**src/rtl/l2_array_sweeper_if.sv**
```systemverilog
// l2_array_sweeper_if: sweep control, array access and downstream entry stream.
//   start, busy, done              : sweep request and status
//   arr_index, arr_dataout         : array read port (combinational read)
//   arr_load, arr_datain           : array write port (clear path)
//   out_valid, out_ready           : downstream valid/ready handshake
//   out_index, out_data            : presented entry
// Modport master is the sweeper side; slave is the environment side.
interface l2_array_sweeper_if #(
  parameter int unsigned s_index = 3,
  parameter int unsigned width   = 1
);
  logic               start;
  logic               busy;
  logic               done;
  logic [s_index-1:0] arr_index;
  logic [width-1:0]   arr_dataout;
  logic               arr_load;
  logic [width-1:0]   arr_datain;
  logic               out_valid;
  logic               out_ready;
  logic [s_index-1:0] out_index;
  logic [width-1:0]   out_data;

  modport master (
    input  start, arr_dataout, out_ready,
    output busy, done, arr_index, arr_load, arr_datain,
           out_valid, out_index, out_data
  );

  modport slave (
    output start, arr_dataout, out_ready,
    input  busy, done, arr_index, arr_load, arr_datain,
           out_valid, out_index, out_data
  );
endinterface

```
**src/rtl/l2_array_sweeper.sv**
```systemverilog
// l2_array_sweeper: walks every set of an attached array once per start
// request, presenting each entry downstream on a valid/ready stream.
// Each entry costs one READ cycle plus at least one WAIT cycle.
// Ports:
//   clk  : clock, rising edge
//   rst  : asynchronous active-low reset
//   bus  : l2_array_sweeper_if.master (control, array port, entry stream)
// Optional feature: define L2_SWEEP_CLEAR_EN to zero each entry in the array
// in the same cycle it is accepted downstream; otherwise the sweep is read-only.
module l2_array_sweeper #(
  parameter int unsigned s_index = 3,
  parameter int unsigned width   = 1
) (
  input  logic                  clk,
  input  logic                  rst,
  l2_array_sweeper_if.master    bus
);

  // Last set index (num_sets - 1); the counter stops here and never wraps.
  localparam logic [s_index-1:0] last_idx = {s_index{1'b1}};

  localparam logic [1:0] IDLE = 2'd0;
  localparam logic [1:0] READ = 2'd1;
  localparam logic [1:0] WAIT = 2'd2;
  localparam logic [1:0] DONE = 2'd3;

  logic [1:0]         state, state_nxt;
  logic [s_index-1:0] cnt, cnt_nxt;
  logic [s_index-1:0] oidx, oidx_nxt;
  logic [width-1:0]   odata, odata_nxt;
  logic               ovalid, ovalid_nxt;
  logic               done_q, done_nxt;
  logic               busy_q, busy_nxt;
  logic               hs_c;

  // Downstream acceptance of the presented entry.
  assign hs_c = (state == WAIT) && ovalid && bus.out_ready;

  // State and datapath registers.
  always_ff @(posedge clk or negedge rst) begin
    if (!rst) begin
      state  <= IDLE;
      cnt    <= '0;
      oidx   <= '0;
      odata  <= '0;
      ovalid <= 1'b0;
      done_q <= 1'b0;
      busy_q <= 1'b0;
    end else begin
      state  <= state_nxt;
      cnt    <= cnt_nxt;
      oidx   <= oidx_nxt;
      odata  <= odata_nxt;
      ovalid <= ovalid_nxt;
      done_q <= done_nxt;
      busy_q <= busy_nxt;
    end
  end

  // Next-state and next-output logic.
  always_comb begin
    state_nxt  = state;
    cnt_nxt    = cnt;
    oidx_nxt   = oidx;
    odata_nxt  = odata;
    ovalid_nxt = ovalid;
    done_nxt   = 1'b0;

    case (state)
      IDLE: begin
        if (bus.start) begin
          cnt_nxt   = '0;
          state_nxt = READ;
        end
      end
      READ: begin
        odata_nxt  = bus.arr_dataout;
        oidx_nxt   = cnt;
        ovalid_nxt = 1'b1;
        state_nxt  = WAIT;
      end
      WAIT: begin
        if (hs_c) begin
          ovalid_nxt = 1'b0;
          if (cnt == last_idx) begin
            state_nxt = DONE;
            done_nxt  = 1'b1;
          end else begin
            cnt_nxt   = cnt + s_index'(1);
            state_nxt = READ;
          end
        end
      end
      DONE: begin
        state_nxt = IDLE;
      end
      default: begin
        state_nxt = IDLE;
      end
    endcase

    // busy tracks the state being entered so it is registered, not decoded.
    busy_nxt = (state_nxt == READ) || (state_nxt == WAIT);
  end

  assign bus.busy       = busy_q;
  assign bus.done       = done_q;
  assign bus.arr_index  = cnt;
  assign bus.arr_datain = '0;
  assign bus.out_valid  = ovalid;
  assign bus.out_index  = oidx;
  assign bus.out_data   = odata;

`ifdef L2_SWEEP_CLEAR_EN
  // Zero the accepted entry at the handshake edge; IDLE during reset keeps it low.
  assign bus.arr_load = hs_c;
`else
  assign bus.arr_load = 1'b0;
`endif

endmodule
```
**src/flat_wrapper.sv**
```systemverilog
// flat-port wrapper written by rule: the top's interface ports become plain ports
module l2_array_sweeper_flat 
#(
  parameter int unsigned s_index = 3,
  parameter int unsigned width   = 1
)
  (clk, rst, bus_start, bus_arr_dataout, bus_out_ready, bus_busy, bus_done, bus_arr_index, bus_arr_load, bus_arr_datain, bus_out_valid, bus_out_index, bus_out_data);
  l2_array_sweeper_if #(.s_index(s_index), .width(width)) bus_i ();
  input  logic clk;
  input  logic rst;
  input wire logic [$bits(bus_i.start)-1:0] bus_start;
  input wire logic [$bits(bus_i.arr_dataout)-1:0] bus_arr_dataout;
  input wire logic [$bits(bus_i.out_ready)-1:0] bus_out_ready;
  output wire logic [$bits(bus_i.busy)-1:0] bus_busy;
  output wire logic [$bits(bus_i.done)-1:0] bus_done;
  output wire logic [$bits(bus_i.arr_index)-1:0] bus_arr_index;
  output wire logic [$bits(bus_i.arr_load)-1:0] bus_arr_load;
  output wire logic [$bits(bus_i.arr_datain)-1:0] bus_arr_datain;
  output wire logic [$bits(bus_i.out_valid)-1:0] bus_out_valid;
  output wire logic [$bits(bus_i.out_index)-1:0] bus_out_index;
  output wire logic [$bits(bus_i.out_data)-1:0] bus_out_data;
  assign bus_i.start = bus_start;
  assign bus_i.arr_dataout = bus_arr_dataout;
  assign bus_i.out_ready = bus_out_ready;
  assign bus_busy = bus_i.busy;
  assign bus_done = bus_i.done;
  assign bus_arr_index = bus_i.arr_index;
  assign bus_arr_load = bus_i.arr_load;
  assign bus_arr_datain = bus_i.arr_datain;
  assign bus_out_valid = bus_i.out_valid;
  assign bus_out_index = bus_i.out_index;
  assign bus_out_data = bus_i.out_data;
  l2_array_sweeper #(.s_index(s_index), .width(width)) u_core (.clk(clk), .rst(rst), .bus(bus_i));
endmodule
```
**config.mk**
```make
export PLATFORM = sky130hd
export DESIGN_NAME = l2_array_sweeper_flat
export DESIGN_NICKNAME = d
export VERILOG_FILES = /design/src/rtl/l2_array_sweeper_if.sv /design/src/rtl/l2_array_sweeper.sv /design/src/flat_wrapper.sv
export SDC_FILE = /design/constraint.sdc
export NUM_CORES = 1
export LEC_CHECK = 0
export ABC_AREA = 0
export CELL_PAD_IN_SITES_DETAIL_PLACEMENT = 2
export CELL_PAD_IN_SITES_GLOBAL_PLACEMENT = 2
export CORE_UTILIZATION = 29
export CTS_BUF_LIST = sky130_fd_sc_hd__clkbuf_4 sky130_fd_sc_hd__clkbuf_8
export DETAILED_ROUTE_END_ITERATION = 6
export PLACE_DENSITY = 0.82
export RECOVER_POWER = 25
export SLEW_MARGIN = 20
export SYNTH_ARGS = -nofsm -noshare
export SYNTH_HDL_FRONTEND = slang
export SYNTH_SLANG_ARGS = --single-unit
```
**constraint.sdc**
```tcl
create_clock -name clk -period 2 [get_ports clk]
set_input_delay 0.3 -clock clk [delete_from_list [all_inputs] [get_ports clk]]
set_output_delay 0.3 -clock clk [all_outputs]
set_load 0.05 [all_outputs]
```
Yosys cells after proc, flatten, opt, wreduce, memory -nomap -nowiden
Index checks and enable logic that the tools add are counted.

storage, ports and cells
  flip-flop bits (word level) = 12
  output and inout bits = 12

operators by class
  add/subtract/negate cells = 1
  equality and inequality tests = 9
  multiplexer cells = 13
  reductions and logical operators = 8

operators by type and width
  operator             number
  $mux 3               3
  $pmux 2 s4           1
  $eq 2x2->1 const B   3
  $mux 2               3
  $pmux 3 s2           1
  $eq 2x1->1 const B   2
  $mux 1               4
  $ne 2x2->1 const B   2
  $reduce_and 4->1     1
  $reduce_bool 2->1    2
  $add 3x1->3 const B  1
  $eq 3x3->1 const B   1
  $logic_and 1x1->1    2
  $logic_not 2->1      1
  $ne 2x1->1 const B   1
  $pmux 1 s2           1
  $reduce_and 2->1     1
  $logic_or 1x1->1     1

Longest topological paths before layout
Gate-level depths: netlist of run 1.

  depth in word-level cells = 7
  gate-level depth with buffers = 5

Worst setup path before layout of run 1
OpenSTA, ideal clock, no wires.

  path type = register -> register
  start = reg u_core.cnt[1] (netlist: u_core.bus.arr_index[1])
  end = reg u_core.cnt[1] (netlist: u_core.bus.arr_index[1])
  setup time = 90 ps
  arrival = 1574 ps
  required time = 1910 ps
  slack = 336 ps
  cell stages (with the launch flop) = 6
  clock period less this slack = 1664 ps
  path through = dfrtp_1 > ha_1 > ha_1 > and3b_4 > nand3b_4 > o221ai_1

between the ends
  word-level cells in the longest chain between the ends = 4

RTL lines
  what                      line                    source
  start: declaration        l2_array_sweeper.sv:28  logic [s_index-1:0] cnt, cnt_nxt;
  start signal: assignment  l2_array_sweeper.sv:51  cnt <= cnt_nxt;
  $add 3x1->3               l2_array_sweeper.sv:89  cnt_nxt = cnt + s_index'(1);
  $mux 3                    l2_array_sweeper.sv:85  if (cnt == last_idx) begin
  $mux 3                    l2_array_sweeper.sv:83  if (hs_c) begin
  $pmux 3 s2                l2_array_sweeper.sv:69  case (state)

Parallel ways exist; a longest one is shown, timed or not. The select of a mux whose other input is x is not followed.
A chain may end at the register's enable or synchronous reset.

Worst setup path after layout of run 1
  start = reg u_core.ovalid (netlist: u_core.bus.out_valid)
  end = out bus_out_valid

RTL lines
  what                      line                    source
  start: declaration        l2_array_sweeper.sv:31  logic ovalid, ovalid_nxt;
  start signal: assignment  l2_array_sweeper.sv:54  ovalid <= ovalid_nxt;
  end: declaration          flat_wrapper.sv:19      output wire logic [$bits(bus_i.out_valid)-1:0] bus_out_valid;

No word-level cell between the ends.

==> results of run 1 <==
-- per-stage QoR --
stage | cells | hold slack [ns] | cell area (sq um)
6_report | 93 | 0.438 | 766
5_1_grt | 93 | 0.461 | 766
4_1_cts | 93 | 0.378 | 766
3_5_place_dp | 89 | 0.498 | 729
3_3_place_gp | 89 | 0.466 | 729
2_1_floorplan | 54 | 0.00441 | 592
-- sequential cells by signal (all words and copies together), names as in the netlist --
register,cells
u_core.bus.arr_index,3
u_core.bus.out_index,3
u_core.state,2
u_core.bus.busy,1
u_core.bus.done,1
u_core.bus.out_data,1
u_core.bus.out_valid,1
-- cells by family (layout without fill, tap and decap cells) --
group	count (synthesis)	in the layout	synth area share
muxes	3	3	0.0574
and+or+nand+nor	17	17	0.185
DFF	12	12	0.511
AOI/OAI and AO/OA	10	10	0.115
adders and majority gates	2	2	0.0425
other	1	2	0.00638
buffers and inverters	8	22	0.0830
-- cell usage after synthesis (2+ instances only) --
cell type	instances
inv_1	4
buf_4	2
ha_1	2
nand2_1	5
nor2_1	2
nand3_1	2
dfrtp_1	12
mux2_1	3
a21oi_1	3
o221ai_1	2
nand2b_1	3
o21ai_0	2
-- metal layers --
metal,share of wire,up-vias,wire [microns],global-route usage
li1,-,204,-,-
met1,0.40,224,576,0.179
met2,0.49,18,709,0.256
met3,0.045,9,64,0.0615
met4,0.058,0,83,0.143
met5,0,-,0,0
-- power groups by stage --
stage / sequential, mW / clock (mW) / combinational, mW
floorplan: 0.637 / 0 / 0.276
global placement: 0.443 / 0 / 0.641
detailed placement: 0.454 / 0 / 0.665
CTS: 0.450 / 0.206 / 0.669
global route: 0.467 / 0.217 / 0.705
finish: 0.446 / 0.197 / 0.659
-- worst paths after layout --
path | from | to | slack [ns]
max | u_core.bus.out_valid | bus_out_valid | 0.15
min | rst | u_core.bus.done | 0.44
max reg2reg | u_core.bus.arr_index[1] | u_core.bus.arr_index[1] | 0.43
min reg2reg | u_core.bus.out_index[0] | u_core.bus.out_index[0] | 0.50
max in group asynchronous | rst | u_core.bus.out_index[1] | 1.20
min in group clk | u_core.bus.out_index[0] | u_core.bus.out_index[0] | 0.50
-- layout make-up --
class	count	share of cell area
sequential	12	0.392
multi-input combinational	34	0.317
timing repair buffer	14	0.183
clock buffer	4	0.0474
tap	25	0.0408
inverter	4	0.0196
==> results.yml, run 1 <==
route:
  wire_per_inst_microns: 15.4
  viasPerCell: 4.89
  wirelength_microns: 1430
  antenna_left: 0
  drc: 0
  initialDrtViolationCount: 4
  dr.pass1.iters: 2
  vias: 455
timing:
  maxSlewViolCount: 0
  skew_ns: 0.00197
  setup_viol: 0
  finalSetupTns_ns: 0
  final-hold-violation-count: 0
  grt_setup_unrepaired: "false"
  post-route-worst-setup-slack_ns: 0.149
  tightest_slew_ns: 0.552
  finalCritPeriodShare: 0.926
  fmax_mhz: 540
  slew_headroom: 0.631
  period_minus_slack_ns: 1.85
critical_path:
  cp_num_buf_inv: 1
  reg2reg_depth: 5
  start_kind: "flip-flop"
  crit_cells: 1
  arrival_ns: 1.55
  cp_max_fo: 6
  worstPathCellList: "clkdlybuf4s50_1"
  cp_top_family: "buffers and inverters"
  crit_slowest_cell: "clkdlybuf4s50_1"
  slowest_delay_ns: 0.83
  worstPathRequired_ns: 1.70
  crit_path_end_kind: "primary output"
  worstSetupPathType: "reg2out"
grt:
  grt_pass1_wl_microns: 2330
  grt_overflow: 0
  first_global_vias: 474
  grt_usage: 0.166
  grt_max_degree: 13
  antenna_found_initial: 0
die:
  num_rows: 15
  dieArea_sq_um: 2210
  core_area_sq_um: 1820
  die_h_microns: 47.0
  num_io_pins: 17
  die_x_microns: 47.0
  initial_core_util: 0.323
clock_tree:
  clk_pin_slew_ns: 0.07
  cts_buffers: 3
  post_cts_buffers: 0
  insertion_delay_ns: 0.28
  htreeDepth: 1
  cts_resized: 0
  ctsHoldBuffers: 0
  cts_root_buffer: "clkbuf_4"
  cts_tree: "done"
  clk_path_buf_depth: 2
  clock_sinks: 12
power:
  combinationalPowerShare: 0.506
  ir_drop_v: 0.000487
  p_int_uw: 682
  switching_power_uw: 619
  p_seq_frac: 0.343
  p_leak_nw: 0.353
  finalPower_mw: 1.30
  p_sw_frac: 0.476
  power-per-cell-area_nw_per_um2: 1700
  power_frac_clock: 0.151
layout:
  fin_util: 0.421
  drive_gt1_frac: 0.118
  seqCellArea_sq_um: 300
  antenna_cells: 0
  num-fill-cells: 209
  area_growth_pct: 30.2
  num-nets-final: 76
  final_common_cell: "clkdlybuf4s50_1"
  multi_input_area_sq_um: 243
  layout_common_cells: "clkdlybuf4s50_1 (13), dfrtp_1 (12), nand2_1 (5)"
logic_synthesis:
  synthTopCellsByArea: "dfrtp_1 (51%), mux2_1 (5.7%), ha_1 (4.3%)"
  yosysTopAreaCell: "dfrtp_1"
  synth_cells: 53
  synth-main-ff-cell: "dfrtp_1"
  synth-seq-cells: 12
  synth-edff-count: 0
  async_flop_share: 1.00
  synth_top_cell_area_share: 0.511
  ys.warnings.count: 0
  synth_cell_types: 23
  synth_area_sq_um: 588
  ys_seq_area_frac: 0.511
  syn_area_per_cell_sq_um: 11.1
place:
  routabilityCongestion: 0.707
  portBuffers: 14
  hpwl_microns: 1100
  dpl_worst_slack_ns: 0.429
outcome:
  status: "complete, no violations"
job:
  max_cap_violations: 0
worst_hold_path:
  min_path_type: "in2async"
(Power assumes the default switching activity.)
==> run 2, diff against run 1 <==
--- a/config.mk
+++ b/config.mk
@@ -11,6 +11,7 @@
 export CORE_UTILIZATION = 29
 export CTS_BUF_LIST = sky130_fd_sc_hd__clkbuf_4 sky130_fd_sc_hd__clkbuf_8
 export DETAILED_ROUTE_END_ITERATION = 6
+export GPL_TIMING_DRIVEN = 0
 export PLACE_DENSITY = 0.82
 export RECOVER_POWER = 25
 export SLEW_MARGIN = 20
==> results.yml, run 2 (synthesized netlist as in run 1, its figures left out) <==
route:
  dr_wl_met3_microns: 73
  wire_per_inst_microns: 15.5
  wl_met1_microns: 595
  wirelength_microns: 1510
  drc: 0
  antenna_left: 0
  vias: 481
  wl_met2_microns: 819
  highest_layer: "met4"
  dr.pass1.iters: 4
  initialDrtViolationCount: 2
  viasPerCell: 4.96
clock_tree:
  ctsHoldBuffers: 0
  post_cts_buffers: 0
  clk_path_buf_depth: 2
  clock_sinks: 12
  insertion_delay_ns: 0.27
  clk_pin_slew_ns: 0.08
  cts_root_buffer: "clkbuf_4"
  cts_tree: "done"
  cts_buffers: 3
  htreeDepth: 1
  cts_resized: 0
power:
  switching_power_uw: 630
  p_leak_nw: 0.374
  p_int_uw: 713
  power_frac_clock: 0.147
  combinationalPowerShare: 0.552
  p_sw_frac: 0.469
  finalPower_mw: 1.34
  p_seq_frac: 0.301
  power-per-cell-area_nw_per_um2: 1680
  ir_drop_v: 0.000485
timing:
  skew_ns: 0.000783
  tightest_slew_ns: 0.554
  slew_headroom: 0.629
  grt_setup_unrepaired: "false"
  setup_viol: 0
  fmax_mhz: 539
  finalCritPeriodShare: 0.928
  final-hold-violation-count: 0
  maxSlewViolCount: 0
  period_minus_slack_ns: 1.86
  finalSetupTns_ns: 0
layout:
  antenna_cells: 0
  num-nets-final: 80
  area_growth_pct: 36.0
  final_common_cell: "clkdlybuf4s50_1"
  layout_common_cells: "clkdlybuf4s50_1 (13), dfrtp_1 (12), nand2_1 (5)"
  drive_gt1_frac: 0.167
place:
  hpwl_microns: 1020
  routabilityCongestion: 0.673
  portBuffers: 14
critical_path:
  cp_top_family: "buffers and inverters"
  crit_slowest_cell: "clkdlybuf4s50_1"
  cp_max_fo: 6
  worstSetupPathType: "reg2out"
  cp_num_buf_inv: 1
  start_kind: "flip-flop"
  worstPathRequired_ns: 1.70
  crit_path_end_kind: "primary output"
  worstPathCellList: "clkdlybuf4s50_1"
  slowest_delay_ns: 0.84
  arrival_ns: 1.56
die:
  core_area_sq_um: 1820
  dieArea_sq_um: 2210
  initial_core_util: 0.323
  die_h_microns: 47.0
  die_x_microns: 47.0
  num_io_pins: 17
  num_rows: 15
worst_hold_path:
  min_path_type: "in2async"
job:
  max_cap_violations: 0
grt:
  grt_max_degree: 13
  first_global_vias: 486
  grt_pass1_wl_microns: 2370
  grt_usage: 0.164
  antenna_found_initial: 0
  grt_overflow: 0
outcome:
  status: "complete, no violations"
## run 2: cell count changes in the layout (fill, tap and decap cells not counted)
cell      change
clkbuf_4      +1
buf_4         +2
buf_6         +1
## run 2: area by class of cell
| type | instances | area, sq um |
|---|---|---|
| Fill cell | 206 | 1020 |
| Inverter | 4 | 15.0 |
| Multi-Input combinational cell | 34 | 243 |
| Clock buffer | 4 | 36.3 |
| Tap cell | 25 | 31.3 |
| Buffer | 4 | 33.8 |
| Timing Repair Buffer | 14 | 140 |
| Sequential cell | 12 | 300 |
## run 2: metrics by stage
| step | std cells | area [sq um] | hold slack, ns | setup WS, ns | util |
|---|---|---|---|---|---|
| finish | 97 | 800 | 0.448 | 0.144 | 0.439 |
| global route | 97 | 800 | 0.480 | 0.0491 | 0.439 |
| CTS | 97 | 800 | 0.398 | 0.131 | 0.439 |
| detailed placement | 93 | 763 | 0.487 | 0.451 | 0.419 |
| global placement | 93 | 763 | 0.463 | 0.471 | 0.419 |
| floorplan | 54 | 592 | 0.00441 | 0.336 | - |
## run 2: path summary, 6_finish.rpt
kind	depth (start not counted)	endpoint	slack, ns	start
worst max-delay path	1	bus_out_valid	0.14	u_core.bus.out_valid
worst min-delay path	1	u_core.bus.done	0.45	rst
worst min register to register	2	u_core.bus.out_index[0]	0.50	u_core.bus.out_index[0]
min in group clk	2	u_core.bus.out_index[0]	0.50	u_core.bus.out_index[0]
worst max register to register	5	u_core.bus.arr_index[2]	0.44	u_core.bus.arr_index[1]
max in group asynchronous	1	u_core.bus.arr_index[2]	1.19	rst
## run 2: power groups by stage
stage                     combinational [mW]  clock, mW  sequential (mW)
after floorplan                        0.276          0            0.637
after global placement                 0.719          0            0.396
after detailed placement               0.743          0            0.405
after CTS                              0.747      0.203            0.407
after global routing                   0.789      0.213            0.424
final                                  0.741      0.198            0.404
## run 2: metal layers
metal  global-route usage  vias up
met5                    0        -
met4               0.0514        0
met3               0.0462        2
met2                0.294       17
met1                0.189      246
li1                     -      216
==> run 3, diff against run 2 <==
--- a/config.mk
+++ b/config.mk
@@ -6,12 +6,12 @@
 export NUM_CORES = 1
 export LEC_CHECK = 0
 export ABC_AREA = 0
+export ABC_CLOCK_PERIOD_IN_PS = 2000
 export CELL_PAD_IN_SITES_DETAIL_PLACEMENT = 2
 export CELL_PAD_IN_SITES_GLOBAL_PLACEMENT = 2
 export CORE_UTILIZATION = 29
 export CTS_BUF_LIST = sky130_fd_sc_hd__clkbuf_4 sky130_fd_sc_hd__clkbuf_8
 export DETAILED_ROUTE_END_ITERATION = 6
-export GPL_TIMING_DRIVEN = 0
 export PLACE_DENSITY = 0.82
 export RECOVER_POWER = 25
 export SLEW_MARGIN = 20
==> results of run 3 <==
Same layout as run 1: the final DEF is identical, and so are final timing and power.
